[src/rtl/wb_arbiter.sv]
// Writeback arbiter: accepts ALU and load results, formats loads, drives the register-file write port.
// Optional WB_RETIRE_CNT_EN adds the retired-write counter; otherwise retire_cnt is tied to zero.
module wb_arbiter #(
    parameter int XLEN       = 32,
    parameter int STARVE_MAX = 4
) (
    input  logic            clk,
    input  logic            rst_n,
    input  logic            alu_valid,
    output logic            alu_ready,
    input  logic [4:0]      alu_rd,
    input  logic [XLEN-1:0] alu_result,
    input  logic            mem_valid,
    output logic            mem_ready,
    input  logic [4:0]      mem_rd,
    input  logic [XLEN-1:0] mem_rdata,
    input  logic [1:0]      mem_addr_lo,
    input  logic [2:0]      mem_funct3,
    output logic [4:0]      rd,
    output logic [XLEN-1:0] regdata,
    output logic            wer,
    output logic            load_err,
    output logic [31:0]     retire_cnt
);

    localparam int SW = $clog2(STARVE_MAX + 1);

    // Returns {error, formatted data}; error covers unknown funct3 and misaligned offsets.
    function automatic logic [XLEN:0] fmt_load(input logic [XLEN-1:0] data,
                                               input logic [1:0]      lo,
                                               input logic [2:0]      f3);
        logic [7:0]  b;
        logic [15:0] h;
        logic [XLEN:0] res;
        b   = data[{lo, 3'b000} +: 8];
        h   = lo[1] ? data[31:16] : data[15:0];
        res = {1'b1, {XLEN{1'b0}}};
        case (f3)
            3'b000:  res = {1'b0, {(XLEN-8){b[7]}}, b};
            3'b100:  res = {1'b0, {(XLEN-8){1'b0}}, b};
            3'b001:  res = {lo[0], {(XLEN-16){h[15]}}, h};
            3'b101:  res = {lo[0], {(XLEN-16){1'b0}}, h};
            3'b010:  res = {(lo != 2'b00), data};
            default: res = {1'b1, {XLEN{1'b0}}};
        endcase
        return res;
    endfunction

    logic [SW-1:0]   r_starve;
    logic [4:0]      r_rd;
    logic [XLEN-1:0] r_regdata;
    logic            r_wer;
    logic            r_load_err;

    logic            w_alu_prio;
    logic            w_alu_ready;
    logic            w_mem_ready;
    logic            w_alu_acc;
    logic            w_mem_acc;
    logic [XLEN:0]   w_fmt;
    logic [4:0]      w_sel_rd;
    logic [XLEN-1:0] w_sel_data;
    logic            w_err;
    logic            w_commit;

    assign w_alu_prio = (r_starve == SW'(STARVE_MAX));
    assign w_fmt      = fmt_load(mem_rdata, mem_addr_lo, mem_funct3);

    // Grant: load wins contention unless the ALU has been refused STARVE_MAX times.
    always_comb begin
        w_alu_ready = 1'b0;
        w_mem_ready = 1'b0;
        if (rst_n) begin
            w_alu_ready = alu_valid && (!mem_valid || w_alu_prio);
            w_mem_ready = mem_valid && !(alu_valid && w_alu_prio);
        end else begin
            w_alu_ready = 1'b0;
            w_mem_ready = 1'b0;
        end
    end

    assign alu_ready = w_alu_ready;
    assign mem_ready = w_mem_ready;
    assign w_alu_acc = alu_valid && w_alu_ready;
    assign w_mem_acc = mem_valid && w_mem_ready;

    // Select the accepted source's destination, data and error status.
    always_comb begin
        w_sel_rd   = 5'd0;
        w_sel_data = {XLEN{1'b0}};
        w_err      = 1'b0;
        if (w_alu_acc) begin
            w_sel_rd   = alu_rd;
            w_sel_data = alu_result;
        end else if (w_mem_acc) begin
            w_sel_rd   = mem_rd;
            w_sel_data = w_fmt[XLEN-1:0];
            w_err      = w_fmt[XLEN];
        end else begin
            w_sel_rd   = 5'd0;
            w_sel_data = {XLEN{1'b0}};
            w_err      = 1'b0;
        end
    end

    assign w_commit = (w_alu_acc || w_mem_acc) && !w_err && (w_sel_rd != 5'd0);

    // Starvation counter for ALU requests refused while valid.
    always_ff @(posedge clk or negedge rst_n) begin
        if (!rst_n) begin
            r_starve <= {SW{1'b0}};
        end else if (!alu_valid || w_alu_acc) begin
            r_starve <= {SW{1'b0}};
        end else if (!w_alu_prio) begin
            r_starve <= r_starve + {{(SW-1){1'b0}}, 1'b1};
        end else begin
            r_starve <= r_starve;
        end
    end

    // Write-port register; rd/regdata only move on a real commit.
    always_ff @(posedge clk or negedge rst_n) begin
        if (!rst_n) begin
            r_rd       <= 5'd0;
            r_regdata  <= {XLEN{1'b0}};
            r_wer      <= 1'b0;
            r_load_err <= 1'b0;
        end else begin
            r_wer      <= w_commit;
            r_load_err <= w_mem_acc && w_err;
            if (w_commit) begin
                r_rd      <= w_sel_rd;
                r_regdata <= w_sel_data;
            end else begin
                r_rd      <= r_rd;
                r_regdata <= r_regdata;
            end
        end
    end

    assign rd       = r_rd;
    assign regdata  = r_regdata;
    assign wer      = r_wer;
    assign load_err = r_load_err;

`ifdef WB_RETIRE_CNT_EN
    logic [31:0] r_retire_cnt;

    // Counts committed writes, advancing together with the write-enable register.
    always_ff @(posedge clk or negedge rst_n) begin
        if (!rst_n) begin
            r_retire_cnt <= 32'h0;
        end else if (w_commit) begin
            r_retire_cnt <= r_retire_cnt + 32'd1;
        end else begin
            r_retire_cnt <= r_retire_cnt;
        end
    end

    assign retire_cnt = r_retire_cnt;
`else
    assign retire_cnt = 32'h0;
`endif

endmodule

[config.mk]
export PLATFORM = sky130hd
export DESIGN_NAME = wb_arbiter
export DESIGN_NICKNAME = d
export VERILOG_FILES = /design/src/rtl/wb_arbiter.sv
export SDC_FILE = /design/constraint.sdc
export NUM_CORES = 1
export LEC_CHECK = 0
export ABC_AREA = 1
export CORE_MARGIN = 3
export CORE_UTILIZATION = 44
export CTS_CLUSTER_DIAMETER = 100
export CTS_CLUSTER_SIZE = 14
export DETAILED_ROUTE_END_ITERATION = 12
export PLACE_DENSITY = 0.87
export SLEW_MARGIN = 20
export SYNTH_ARGS = -nofsm -noshare
export SYNTH_HDL_FRONTEND = slang
export SYNTH_SLANG_ARGS = --single-unit
export TNS_END_PERCENT = 20
[constraint.sdc]
create_clock -name clk -period 5.43 [get_ports clk]
set_input_delay 1.086 -clock clk [delete_from_list [all_inputs] [get_ports clk]]
set_output_delay 1.086 -clock clk [all_outputs]
set_load 0.01 [all_outputs]
==> results, run 1 <==
- The min-delay analysis places its worst path in the category register to register.
- The worst setup path is launched from an input pin.
- After detailed placement, the total cell area comes to about 4300 µm².
- The via count of the first global-routing pass came to around 3300.
- Of the total synthesized cell area, the portion taken by full adders, half adders and majority gates is less than 1%.
- For the worst setup path, the data required time is between 4 and 5 ns.
- The overall routed net length is between 9000 and 10000 µm.
- The routed length per instance is 13.29 µm.
- The total of buffers placed on input and output ports is 123.
- Along the worst path, the maximum fanout reaches 7.
- After synthesis, the share of flip-flops with an asynchronous set or reset is 100.0%.
- The instance count of the mapped netlist is 503.
- Entering global routing, the biggest net connects 35 pins.
- After clock tree synthesis, the clock-pin slew on the worst setup and hold paths is approximately 0.08 ns.
- The relative area change from synthesis to final layout is 38.66%.
- In the final design database the tool counted 698 nets.
- The count of clock tree sinks is between 40 and 50.
- The height of the chip is 90.25 µm.
- The global router's overall resource usage is between 20% and 30%.
- Across the run, the number of max-cap violations was 0.
- The final-report hold violation count is 0.
- The area used by multi-input combinational logic is 1752 µm².
- The clock reaches the later pin of the worst-skew pair after 0.29 ns.
- The core region is 6832 µm².
- After synthesis, the largest family of logic cells by area is simple AND/OR/NAND/NOR gates.
- The initial antenna violation count is 0.
- TritonCTS created 5 clock buffers.
- For this design the top-level I/O count stands at between 150 and 200.
- The final setup violation count is 0.
- The synthesized netlist occupies a cell area of around 3100 µm².
- The reg2reg setup slack is about 2.7 ns.
- The root cell of the clock tree is clkbuf_8.
- The leakage power is ~2.3 nW.
- The die covers 8144 µm².
- The flow ran to the end, and the final reports show no timing, DRC or antenna violations.
- In this run, post-CTS hold repair placed 0 buffers.
- The post-route cell area is between 4000 and 5000 µm².
- Measured against its own limit, the worst slew margin works out to 29.50%.
- In the final layout, the share of cells above drive strength 1 is 3.263%.
- The sum of net half-perimeters after detailed placement is roughly 7300 µm.
- The complex-gate fraction of the synthesized area is under 10%.
- The synthesized netlist devotes 0.2804% of its cell area to XOR and XNOR gates.
- The total DRC errors in the routed layout is 0.
- The first TritonRoute pass finished after 5 iterations.
- In this run, post-CTS repair resized a total of 0 instances.
- Across all hold checks on the routed design, the worst slack comes to ~0.5 ns.
- The sequential fraction of the synthesis area is 33.65%.
- In this run, synthesis inferred 0 flip-flops with an integrated enable.
- The simple-gate share of the synthesized area is 45.95%.
- For the final database, setup skew stands at 0.007429 ns.
- The critical path class is input pin to output port.
- The filler cell count is 621.
- At the end of routability-driven placement, the weighted congestion stood at 0.8950.
- The number of rows in the core area is 30.
- The synthesized design contains 42 register bits.
- The H-tree was split into 2 levels.
- The register area is 1051 µm².
- The horizontal die dimension is 90.25 µm.
- The share of the cycle needed by the critical path after routing is 69.09%.
- After layout, the minimum clock period comes to 3.751 ns.
- The finished layout holds 709 standard cells, fillers aside.
- In the synthesized netlist the dominant register cell turns out to be dfrtp_1.
- The deepest clock path buffer count is 2.
- The mean post-synth cell area is 6.209 µm².
- Power spread over the standard cell area amounts to 209.9 nW/µm².
- The via density per instance is ~4.9.
- Once layout is complete, the utilization of the core stands at 63.39%.
- The post-CTS setup buffer count is 0.
- Setup repair after global routing left no endpoint under its margin.
- Once detail routing completed, the nets flagged for antenna violations numbered 0.
- IR analysis of the VDD net gives a maximum drop of 101.8 µV.
- STA classifies the critical path endpoint as an output port.
- In this run, the number of DRC markers left after iteration 0 of detailed routing was 351.
- The Yosys step of the flow raised 0 warnings.
- Across all layers, the routed design uses 3466 vias.
- The first global-routing pass estimated 15300 µm of wire.
- For this run the aggregate overflow at the end of global routing stands at 0.
- Counting tap cells, the placed design contains a total of approximately 700 instances.
- The final number of max-transition violations is 0.
- The number of different library cells used by synthesis comes to 28.
- TritonCTS built the clock tree.
- The initial cell density of the core is 45.71%.
- The repair_antennas step left the layout with diodes totalling 0.
- The critical path data arrival time is around 2.7 ns.
- The highest clock frequency the design can meet is 266.6 MHz.
- The mux share of post-synthesis cell area is 0%.
- For the pin with the worst max-slew slack, the measured transition is 1.054 ns.
- The setup total negative slack is 0 ns.
==> metal layers <==
metal	GRT usage (%)	part of all wire, %	wire, µm
met1	30.12	41	3829
met2	38.58	48	4503
met3	3.849	9.3	880
met4	6.250	2.2	208
met5	0	0	0
==> logic make-up after synthesis <==
family / after synthesis
compound gates: 25
xor+xnor: 1
fa+ha+maj: 2
buf+inv: 73
flops: 42
other cells: 1
simple gates: 359
==> cells in the mapped netlist (2+ instances only) <==
master,number,area (µm²)
a21boi_0,7,52.55
a21oi_1,3,15.01
buf_2,8,40.04
buf_4,33,247.7
buf_6,4,45.04
clkbuf_1,10,37.54
dfrtp_1,42,1051
ha_1,2,25.02
inv_1,15,56.30
nand2_1,300,1126
nand3_1,45,225.2
nor2_1,6,22.52
nor3_1,2,10.01
o21ai_0,10,50.05
o21ai_1,3,15.01
==> placed cells by master, fill, tap and decap left out, types with 2 or more instances in the layout <==
cell type	n
a21boi_0	7
a21oi_1	3
buf_4	4
clkbuf_8	5
clkdlybuf4s50_1	122
clkinv_2	2
conb_1	32
dfrtp_1	42
ha_1	2
inv_1	15
nand2_1	300
nand3_1	45
nor2_1	6
nor3_1	2
o21ai_0	10
o21ai_1	3
==> area by class of cell <==
type	count	share of cell area (%)
sequential	42	24.27
multi-input combinational	419	40.45
inverter	18	1.676
clock inverter	2	0.2311
timing repair buffer	127	29.01
tap	96	2.774
clock buffer	5	1.589
==> final timing paths <==
kind                              from           to  cells after the start
setup / recovery             mem_valid    mem_ready                      6
hold / removal             regdata[25]  regdata[25]                      2
setup reg to reg           r_starve[0]   regdata[2]                     13
hold reg to reg            regdata[25]  regdata[25]                      2
max in group asynchronous        rst_n  regdata[13]                      2
min in group asynchronous        rst_n        rd[4]                      1
==> stage by stage <==
step	setup WS, ns	power [W]
5_1_grt	1.362	0.0009601
4_1_cts	1.682	0.0009107
3_5_place_dp	1.470	0.0007195
3_3_place_gp	1.530	0.0007112
2_1_floorplan	2.615	0.0005542
6_report	1.679	0.0009090
==> sequential cells by signal, summed over array words and instances, names as in the netlist <==
register and count:
load_err 1, r_starve 3, regdata 32, rd 5, wer 1
==> critical path, stage by stage <==
cell,delay (ns)
clkdlybuf4s50_1,0.55
nand2_1,0.08
inv_1,0.19
nand2_1,0.10
inv_2,0.10
clkdlybuf4s50_1,0.55
==> where the power goes <==
group / leakage, nW / internal [W] / switching [W] / total, W
Sequential: 0.566 / 0.000355 / 0.0000252 / 0.000380
Clock: 0.0438 / 0.0000865 / 0.000108 / 0.000195
Combinational: 1.67 / 0.000167 / 0.000167 / 0.000334
Power figures use the tool's default switching activity.
==> run 2: changes to the inputs <==
CORE_UTILIZATION = 41   (was 44)
PLACE_DENSITY = 0.82   (was 0.87)
clock period = 3.65 ns   (was 5.43 ns; I/O delays follow)
==> results, run 2 (synthesis gave the netlist of run 1 again) <==
- The height of the chip came to 93.28 µm (was 90.25 µm).
- Most frequent cells in the layout: nand2_1 (299), clkdlybuf4s50_1 (122), nand3_1 (45), dfrtp_1 (42), conb_1 (32) (was nand2_1 (300), clkdlybuf4s50_1 (122), nand3_1 (45), dfrtp_1 (42), conb_1 (32)).
- The proportion of power drawn by the clock network was 23.4% (was 21.4%).
- The via density per instance is 4.862 (was 4.889).
- The number of buffers added by the clock tree synthesis step was 5 (unchanged).
- The stage delay of the slowest cell on the critical path came to 0.55 ns (about the same).
- The combinational fraction of design power is 36.2% (was 36.7%).
- The deepest clock path buffer count was 2 (unchanged).
- The number of H-tree levels is 2 (unchanged).
- The clock tree from TritonCTS is yes (unchanged).
- The switching power total is 0.0004661 W (was 0.0003002 W).
- The actual transition at the worst max-transition pin was 0.7846 ns (was 1.054 ns).
- The initial antenna violation count is 0 (unchanged).
- The beginning of the critical path was mem_valid (unchanged).
- The startpoint of the lowest-slack register-to-register path is r_starve[0] (unchanged).
- The count of hold buffers inserted by post-cts repair is 0 (unchanged).
- The remaining global-route overflow was 0 (unchanged).
- The area used by multi-input combinational logic was 1754 µm² (was 1752 µm²).
- The filler cell count is 683 (was 621).
- The count of instances resized after the clock tree is built is 0 (unchanged).
- The count of clock tree sinks came to 42 (unchanged).
- The internal portion of total power is 0.0009330 W (was 0.0006088 W).
- The post-route cell area is 4383 µm² (was 4330 µm²).
- The critical path class is input pin to output port (unchanged).
- The relative area change from synthesis to final layout is 40.34% (was 38.66%).
- The number of design-rule violations left by the first detailed-router iteration is 213 (was 351).
- The register area was 1051 µm² (unchanged).
- The post-layout instance count excluding filler cells came to 717 (was 709).
- The first-pass GRT wire length is 15610 µm (was 15300 µm).
- Sequence of cells on the critical path: clkdlybuf4s50_1 > nand2_1 > inv_1 > nand2_1 > inv_2 > clkdlybuf4s50_1 (unchanged).
- The number of flip-flops under the largest register name is 32 (unchanged).
- The source-to-sink clock delay at the later pin of the worst-skew pair is 0.30 ns (was 0.29 ns).
- The largest net degree at the start of global routing is 34 (was 35).
- The overall routed net length is 9919 µm (was 9421 µm).
- Timing would allow up to 331.6 MHz.
- The critical path data arrival time is 2.29 ns (was 2.67 ns).
- The element type at the critical path start is an input pin (unchanged).
- The total vias in the final route came to 3486 (was 3466).
- The post-CTS setup buffer count is 0 (unchanged).
- Status: finished clean (unchanged).
- The remaining max-slew budget at the tightest pin is 47.56% (was 29.50%).
- The fraction of final layout cells sized beyond drive strength 1 was 4.207% (was 3.263%).
- RSZ-0062 raised after global routing: no (unchanged).
- The share of the cycle needed by the critical path after routing is 82.61%.
- The switching part of the total power is 33.32% (was 33.02%).
- The required time of the worst setup path is 2.92 ns (was 4.34 ns).
- The core outline area is 7331 µm² (was 6832 µm²).
- The clock skew is 0.007795 ns (was 0.007429 ns).
- The initial cell density of the core is 42.60% (was 45.71%).
- The most common cell after layout, fill and taps aside is nand2_1 (unchanged).
- The cell area reported after detailed placement is 4288 µm² (was 4252 µm²).
- The number of ports placed on the die boundary is 156 (unchanged).
- The final critical path time including I/O delays and setup is 3.015 ns.
- The total DRC errors in the routed layout is 0 (unchanged).
- The sum of net half-perimeters after detailed placement is 7634 µm (was 7333 µm).
- The worst vdd rail ir drop is 132.7 µV (was 101.8 µV).
- The class of the tightest hold or removal check is input pin to async pin (was register to register).
- The clock slew at the register clock pins of the worst setup and hold paths is 0.09 ns (was 0.08 ns).
- The final number of max-transition violations is 0 (unchanged).
- The total of buffers placed on input and output ports was 123 (unchanged).
- The power density over the cells is 319.2 nW/µm² (was 209.9 nW/µm²).
- The leakage power was 2.305 nW (was 2.282 nW).
- The final weighted congestion in routability-driven placement is 0.8526 (was 0.8950).
- The horizontal die dimension is 93.28 µm (was 90.25 µm).
- The cell type of the slowest stage on the worst timing path was clkdlybuf4s50_1 (unchanged).
- The final-report hold violation count is 0 (unchanged).
- The setup total negative slack is 0 ns (unchanged).
- The via count of the first global-routing pass is 3232 (was 3252).
- The reported max-cap violation count came to 0 (unchanged).
- The largest driver fanout on the critical path is 7 (unchanged).
- The sequential power share is 40.4% (was 41.8%).
- The total number of nets in the final design was 702 (was 698).
- The type of destination of the critical path is an output port (unchanged).
- The die area is 8700 µm² (was 8144 µm²).
- The length of the first detailed-routing pass in iterations was 5 (unchanged).
- The count of nets left with antenna violations after detail routing came to 0 (unchanged).
- The global router's overall resource usage is 22.65% (was 22.80%).
- The number of rows in the core area was 31 (was 30).
- The root cell of the clock tree was clkbuf_8 (unchanged).
- The final setup violation count came to 0 (unchanged).
- The routed length per instance is 13.83 µm (was 13.29 µm).
- The placed cell count is 709 (was 702).
- The antenna diode count is 0 (unchanged).
## run 2: cell count changes in the layout (fill, tap and decap cells not counted), sizes merged
cell / delta
clkinv: -1
clkinvlp: +1
buf: +4
clkbuf: +1
## run 2: cell type report
class / count / share of cell area [%]
clock inverter: 2 / 0.2855
inverter: 18 / 1.656
tap: 99 / 2.826
timing repair buffer: 131 / 29.35
multi-input combinational: 419 / 40.02
clock buffer: 6 / 1.884
sequential: 42 / 23.98
## run 2: per-stage QoR
| step | total power, W | hold WS (ns) | setup slack (ns) | utilization (%) |
|---|---|---|---|---|
| after CTS | 0.001404 | 0.3072 | 0.6222 | 59.79 |
| final | 0.001399 | 0.3105 | 0.6348 | 59.79 |
| after global placement | 0.001068 | 0.4639 | 0.6459 | 58.49 |
| after floorplan | 0.0008244 | 0.4344 | 1.547 | - |
| after detailed placement | 0.001080 | 0.4643 | 0.6393 | 58.49 |
| after global routing | 0.001475 | 0.3103 | 0.5307 | 59.79 |
## run 2: worst paths after layout
path	slack (ns)	cells after the start	end
worst max-delay path	0.63	6	mem_ready
worst min-delay path	0.31	1	regdata[4]
worst max register to register	1.40	12	regdata[20]
worst min register to register	0.49	2	regdata[10]
max in group asynchronous	2.61	2	regdata[17]
min in group clk	0.49	2	regdata[10]
## run 2: worst max-delay path, delay by kind of cell
family	cells	cell delay [ns]
buf+inv	4	1.38
simple gates	2	0.17
## run 2: power groups by stage
stage | clock network, W | logic [W] | registers, W
floorplan | 0 | 0.000225 | 0.000599
global placement | 0 | 0.000494 | 0.000574
detailed placement | 0 | 0.000505 | 0.000575
CTS | 0.000329 | 0.000508 | 0.000566
global route | 0.000348 | 0.000554 | 0.000573
finish | 0.000327 | 0.000506 | 0.000566
## run 2: per-layer routing
layer | GRT usage [%] | up-vias | wire (µm)
met3 | 3.942 | 27 | 750
met5 | 0 | - | 0
li1 | - | 1722 | -
met2 | 38.12 | 159 | 4786
met4 | 7.937 | 0 | 273
met1 | 29.18 | 1578 | 4109
